### src/rtl/ssr_mode_scheduler_if.sv
// Switch inputs and encoder handshake of the SSR mode scheduler, bundled for the
// scheduler (slave) and whatever drives it (master).
interface ssr_mode_scheduler_if;
  logic [5:0] sw;
  logic [5:0] rem_sw;
  logic       pri_tick;
  logic       enc_ready;
  logic       enc_start;
  logic [1:0] enc_mode;
  logic       tx_en;
  logic [3:0] active_modes;
  logic       busy;
  logic [7:0] skip_cnt;

  modport master (
    output sw, rem_sw, pri_tick, enc_ready,
    input  enc_start, enc_mode, tx_en, active_modes, busy, skip_cnt
  );

  modport slave (
    input  sw, rem_sw, pri_tick, enc_ready,
    output enc_start, enc_mode, tx_en, active_modes, busy, skip_cnt
  );
endinterface

### src/rtl/ssr_mode_scheduler.sv
// SSR interrogation mode scheduler: debounces local/remote switch settings and issues
// one round-robin mode request per pulse repetition interval to the encoder.
module ssr_mode_scheduler #(
  parameter int unsigned DEB_CYCLES = 1000
) (
  input logic                  clk,
  input logic                  rst,
  ssr_mode_scheduler_if.slave  bus
);

  localparam int unsigned CNT_W  = 16;
  localparam int unsigned SRC_W  = 6;
  localparam int unsigned SKIP_W = 8;
  localparam logic [CNT_W-1:0]  CNT_MAX  = CNT_W'(DEB_CYCLES - 1);
  localparam logic [SKIP_W-1:0] SKIP_MAX = '1;

  typedef enum logic {IDLE, REQ} state_e;

  state_e             state_q, state_d;
  logic [SRC_W-1:0]   src_c;
  logic [SRC_W-1:0]   prev_src_q;
  logic [SRC_W-1:0]   cfg_q, cfg_d;
  logic [CNT_W-1:0]   cnt_q, cnt_d;
  logic [1:0]         enc_mode_q, enc_mode_d;
  logic [1:0]         last_mode_q, last_mode_d;
  logic [SKIP_W-1:0]  skip_q, skip_d;
  logic               enc_start_q, busy_q;
  logic               tx_en_c;
  logic [3:0]         active_c;
  logic [1:0]         sel_c;
  logic [1:0]         cand_c;
  logic               found_c;

  // REM (bit0) always comes from the local panel, even when remote control is selected
  always_comb begin
    src_c    = bus.sw[0] ? bus.rem_sw : bus.sw;
    src_c[0] = bus.sw[0];
  end

  always_comb begin
    cnt_d = cnt_q;
    cfg_d = cfg_q;
    if (src_c != prev_src_q) begin
      cnt_d = '0;
    end else if (cnt_q == CNT_MAX) begin
      cfg_d = prev_src_q;
    end else begin
      cnt_d = cnt_q + CNT_W'(1);
    end
  end

  assign tx_en_c  = cfg_q[1];
  assign active_c = cfg_q[5:2];

  // First enabled mode strictly after last_mode; active_c[3] is mode 1, active_c[0] is mode C
  always_comb begin
    sel_c   = last_mode_q;
    cand_c  = last_mode_q;
    found_c = 1'b0;
    for (int k = 1; k <= 4; k++) begin
      cand_c = last_mode_q + 2'(k);
      if (!found_c && active_c[2'd3 - cand_c]) begin
        sel_c   = cand_c;
        found_c = 1'b1;
      end
    end
  end

  always_comb begin
    state_d     = state_q;
    enc_mode_d  = enc_mode_q;
    last_mode_d = last_mode_q;
    skip_d      = skip_q;
    case (state_q)
      IDLE: begin
        if (bus.pri_tick && tx_en_c && (active_c != 4'd0)) begin
          state_d    = REQ;
          enc_mode_d = sel_c;
        end
      end
      REQ: begin
        if (bus.pri_tick && (skip_q != SKIP_MAX)) skip_d = skip_q + SKIP_W'(1);
        if (bus.enc_ready) begin
          state_d     = IDLE;
          last_mode_d = enc_mode_q;
        end else if (!tx_en_c) begin
          state_d = IDLE;
        end
      end
      default: state_d = IDLE;
    endcase
  end

  always_ff @(posedge clk or negedge rst) begin
    if (!rst) begin
      prev_src_q  <= '0;
      cnt_q       <= '0;
      cfg_q       <= '0;
      state_q     <= IDLE;
      enc_mode_q  <= 2'b00;
      last_mode_q <= 2'b11;
      skip_q      <= '0;
      enc_start_q <= 1'b0;
      busy_q      <= 1'b0;
    end else begin
      prev_src_q  <= src_c;
      cnt_q       <= cnt_d;
      cfg_q       <= cfg_d;
      state_q     <= state_d;
      enc_mode_q  <= enc_mode_d;
      last_mode_q <= last_mode_d;
      skip_q      <= skip_d;
      enc_start_q <= (state_d == REQ);
      busy_q      <= (state_d == REQ);
    end
  end

  assign bus.enc_start    = enc_start_q;
  assign bus.busy         = busy_q;
  assign bus.enc_mode     = enc_mode_q;
  assign bus.tx_en        = tx_en_c;
  assign bus.active_modes = active_c;
  assign bus.skip_cnt     = skip_q;

endmodule

### src/flat_wrapper.sv
// flat-port wrapper written by rule: the top's interface ports become plain ports
module ssr_mode_scheduler_flat 
#(
  parameter int unsigned DEB_CYCLES = 1000
)
  (clk, rst, bus_sw, bus_rem_sw, bus_pri_tick, bus_enc_ready, bus_enc_start, bus_enc_mode, bus_tx_en, bus_active_modes, bus_busy, bus_skip_cnt);
  ssr_mode_scheduler_if bus_i ();
  input logic clk;
  input logic rst;
  input wire logic [$bits(bus_i.sw)-1:0] bus_sw;
  input wire logic [$bits(bus_i.rem_sw)-1:0] bus_rem_sw;
  input wire logic [$bits(bus_i.pri_tick)-1:0] bus_pri_tick;
  input wire logic [$bits(bus_i.enc_ready)-1:0] bus_enc_ready;
  output wire logic [$bits(bus_i.enc_start)-1:0] bus_enc_start;
  output wire logic [$bits(bus_i.enc_mode)-1:0] bus_enc_mode;
  output wire logic [$bits(bus_i.tx_en)-1:0] bus_tx_en;
  output wire logic [$bits(bus_i.active_modes)-1:0] bus_active_modes;
  output wire logic [$bits(bus_i.busy)-1:0] bus_busy;
  output wire logic [$bits(bus_i.skip_cnt)-1:0] bus_skip_cnt;
  assign bus_i.sw = bus_sw;
  assign bus_i.rem_sw = bus_rem_sw;
  assign bus_i.pri_tick = bus_pri_tick;
  assign bus_i.enc_ready = bus_enc_ready;
  assign bus_enc_start = bus_i.enc_start;
  assign bus_enc_mode = bus_i.enc_mode;
  assign bus_tx_en = bus_i.tx_en;
  assign bus_active_modes = bus_i.active_modes;
  assign bus_busy = bus_i.busy;
  assign bus_skip_cnt = bus_i.skip_cnt;
  ssr_mode_scheduler #(.DEB_CYCLES(DEB_CYCLES)) u_core (.clk(clk), .rst(rst), .bus(bus_i));
endmodule
### config.mk
export PLATFORM = sky130hd
export DESIGN_NAME = ssr_mode_scheduler_flat
export DESIGN_NICKNAME = d
export VERILOG_FILES = /design/src/rtl/ssr_mode_scheduler_if.sv /design/src/rtl/ssr_mode_scheduler.sv /design/src/flat_wrapper.sv
export SDC_FILE = /design/constraint.sdc
export NUM_CORES = 1
export LEC_CHECK = 0
export ABC_CLOCK_PERIOD_IN_PS = 3900
export CORE_UTILIZATION = 45
export CTS_CLUSTER_DIAMETER = 40
export DETAILED_ROUTE_END_ITERATION = 10
export MAX_ROUTING_LAYER = met4
export PLACE_DENSITY = 0.7
export REMOVE_ABC_BUFFERS = 1
export SLEW_MARGIN = 20
export SYNTH_ARGS = -nofsm -noshare
export SYNTH_HDL_FRONTEND = slang
export SYNTH_SLANG_ARGS = --single-unit
export TNS_END_PERCENT = 10
### constraint.sdc
create_clock -name clk -period 3.9 [get_ports clk]
set_input_delay 0.39 -clock clk [delete_from_list [all_inputs] [get_ports clk]]
set_output_delay 0.39 -clock clk [all_outputs]
set_load 0.1 [all_outputs]
==> flow_metrics.py <==
metrics = {
    "detailed_routing": {
        "drtIter0Drc": 50,
        "vias": 1359,
        "wl_met1_um": 1530,
        "met2WireLength_um": 1790,
        "wl_per_cell_um": 13.6,
        "via_per_inst": 5.29,
        "drc": 0,
        "ant_nets": 0,
        "top_layer": "met4",
        "drt-total-wl_um": 3510,
        "wl_met3_um": 143,
        "first_pass_iters": 4,
    },
    "placement": {
        "place.gp.congestion": 0.741,
        "hpwlAfterDp_um": 2600,
        "port_buffers": 31,
        "dp_cells": 249,
    },
    "power": {
        "p_per_area_nw_per_um2": 338,
        "total_power_mw": 0.797,
        "p_leak_nw": 1.02,
        "irDropWorstVdd_uv": 214,
    },
    "worst_setup_path": {
        "crit_family": "buffers and inverters",
        "ff2ff_setup_slack_ps": 1860,
        "cp_max_fo": 6,
        "critPathMaxStageDelay_ps": 1170,
        "critical_path.slowest_cell": "clkdlybuf4s50_1",
        "crit_path_cell_trace": "clkdlybuf4s50_1",
        "required_ps": 3510,
        "startpoint_type": "register",
        "worst-path-buf-inv": 1,
        "path_class": "reg -> out",
        "end_kind": "output port",
        "arrival_ps": 1920,
    },
    "floorplan": {
        "core_um2": 4030,
        "fp.dieH_um": 67.1,
        "row_count": 23,
        "pin_count": 33,
        "initial_core_util_pct": 47.4,
        "die_area_um2": 4500,
        "die_width_um": 67.1,
    },
    "finish": {
        "instances_no_fill": 257,
        "drive_gt1_share_pct": 11.1,
        "final_util_pct": 58.6,
        "antenna_cells": 0,
        "final_common_cell": "dfrtp_1",
        "syn2layout_area_growth_pct": 23.7,
        "nNetsFinal": 224,
        "final_cell_mix": "dfrtp_1, clkdlybuf4s50_1, nor2_1, xor2_1, nand2_1",
    },
    "synthesis": {
        "ys_seq_area_share_pct": 52.6,
        "syn_inst": 172,
        "ys_types": 38,
        "yosysWarnings": 0,
        "synth.avg_cell_area_um2": 11.1,
        "synth_flop_cell": "dfrtp_1",
        "ys_async_sr_fraction_pct": 100,
        "syn_area_um2": 1910,
        "synth_edf_count": 0,
        "ys_seq_elements": 40,
    },
    "timing": {
        "max_freq_mhz": 432,
        "tightest_slew_ps": 973,
        "hold_viol_final": 0,
        "period_needed_ps": 2310,
        "tns_ps": 0,
        "fin_skew_ps": 4.61,
        "slew_headroom_pct": 34.9,
        "finalMaxSlewViolations": 0,
        "grt_setup_unrepaired": "no",
        "setup_viol": 0,
        "fin_crit_sh_pct": 59.3,
    },
    "grt": {
        "antenna_found_initial": 0,
        "grt_pass1_vias": 1296,
        "grt_pass1_wl_um": 5880,
        "grt_max_degree": 41,
        "grt-ovfl-total": 0,
        "grt_util_all_layers_pct": 18.6,
    },
    "run": {
        "cap_violations": 0,
    },
    "cts": {
        "cts_resized": 0,
        "hold_buffers": 0,
        "cts_made_buffers": 5,
        "clk_path_buf_depth": 2,
        "cts_tree": "yes",
        "clk_latency_ps": 290,
        "root_buffer": "clkbuf_8",
        "path_clk_slew_ps": 70,
        "cts.sinks": 40,
        "cts_setup_buffers": 0,
        "cts_max_level": 2,
    },
    "run_status": {
        "status": "finished clean",
    },
    "min_path": {
        "min_path_type": "in -> async",
    },
}
==> sequential cells by signal, summed over array words and instances, names as in the netlist <==
register / flops
u_core.prev_src_q: 6
u_core.state_q: 1
u_core.cnt_q: 16
u_core.bus.skip_cnt: 8
u_core.bus.enc_mode: 2
u_core.cfg_q: 5
u_core.last_mode_q: 2
==> per-stage QoR <==
step                hold WS (ps)  worst slack [ps]  cell area (um2)
detailed placement           474              1250             2250
CTS                          231              1570             2360
global route                 275              1470             2360
global placement             472              1340             2250
floorplan                   94.4              1160             1880
finish                       203              1590             2360
==> logic make-up (layout without fill, tap and decap cells) <==
| group | count (synthesis) | in the layout | share of synthesized area, % |
|---|---|---|---|
| buffers and inverters | 11 | 46 | 2.82 |
| flip-flops | 40 | 40 | 52.6 |
| multiplexers | 13 | 13 | 8.13 |
| AO/OA/AOI/OAI | 17 | 17 | 5.57 |
| XOR/XNOR | 24 | 24 | 11.0 |
| adder cells (fa/ha/maj) | 2 | 2 | 1.31 |
| AND/OR/NAND/NOR | 65 | 65 | 18.6 |
==> layer usage <==
metal / track usage [%] / vias up
met5: - / -
met4: 6.38 / 0
met3: 5.65 / 5
met2: 30.6 / 24
met1: 21.3 / 671
li1: - / 659
==> area by class of cell <==
cell class,count,area (um2)
repair buffers,31,305
multi-input cells,121,851
inverters,7,26.3
fillers,333,1670
flip-flops and latches,40,1000
clock buffers,5,68.8
well taps,50,62.6
clock inverters,3,42.5
==> where the power goes <==
group	internal [mW]	switching (mW)	leakage, nW
Combinational	0.0239	0.0235	0.432
Sequential	0.419	0.00298	0.533
Clock	0.189	0.138	0.0541
==> path summary, 6_finish.rpt <==
| check | startpoint | endpoint | cells after the start |
|---|---|---|---|
| setup / recovery | u_core.cfg_q[3] | bus_active_modes[1] | 1 |
| hold / removal | rst | u_core.bus.skip_cnt[0] | 1 |
| setup reg to reg | u_core.cnt_q[12] | u_core.cfg_q[3] | 4 |
| hold reg to reg | u_core.prev_src_q[5] | u_core.cfg_q[5] | 1 |
| max in group asynchronous | rst | u_core.cnt_q[11] | 1 |
| min in group clk | u_core.prev_src_q[5] | u_core.cfg_q[5] | 1 |
==> synthesized netlist by cell type, drive strengths merged, types with 4 or more instances <==
| cell type | number | area share, % |
|---|---|---|
| a21oi | 5 | 1.3 |
| dfrtp | 38 | 50 |
| inv | 7 | 1.4 |
| mux2 | 11 | 7.1 |
| nand2 | 13 | 2.7 |
| nand3 | 9 | 3.0 |
| nand4 | 5 | 1.6 |
| nor2 | 23 | 4.5 |
| nor3 | 4 | 1.0 |
| o21ai | 4 | 1.0 |
| xnor2 | 10 | 4.6 |
| xor2 | 14 | 6.4 |
(Power assumes the default switching activity.)
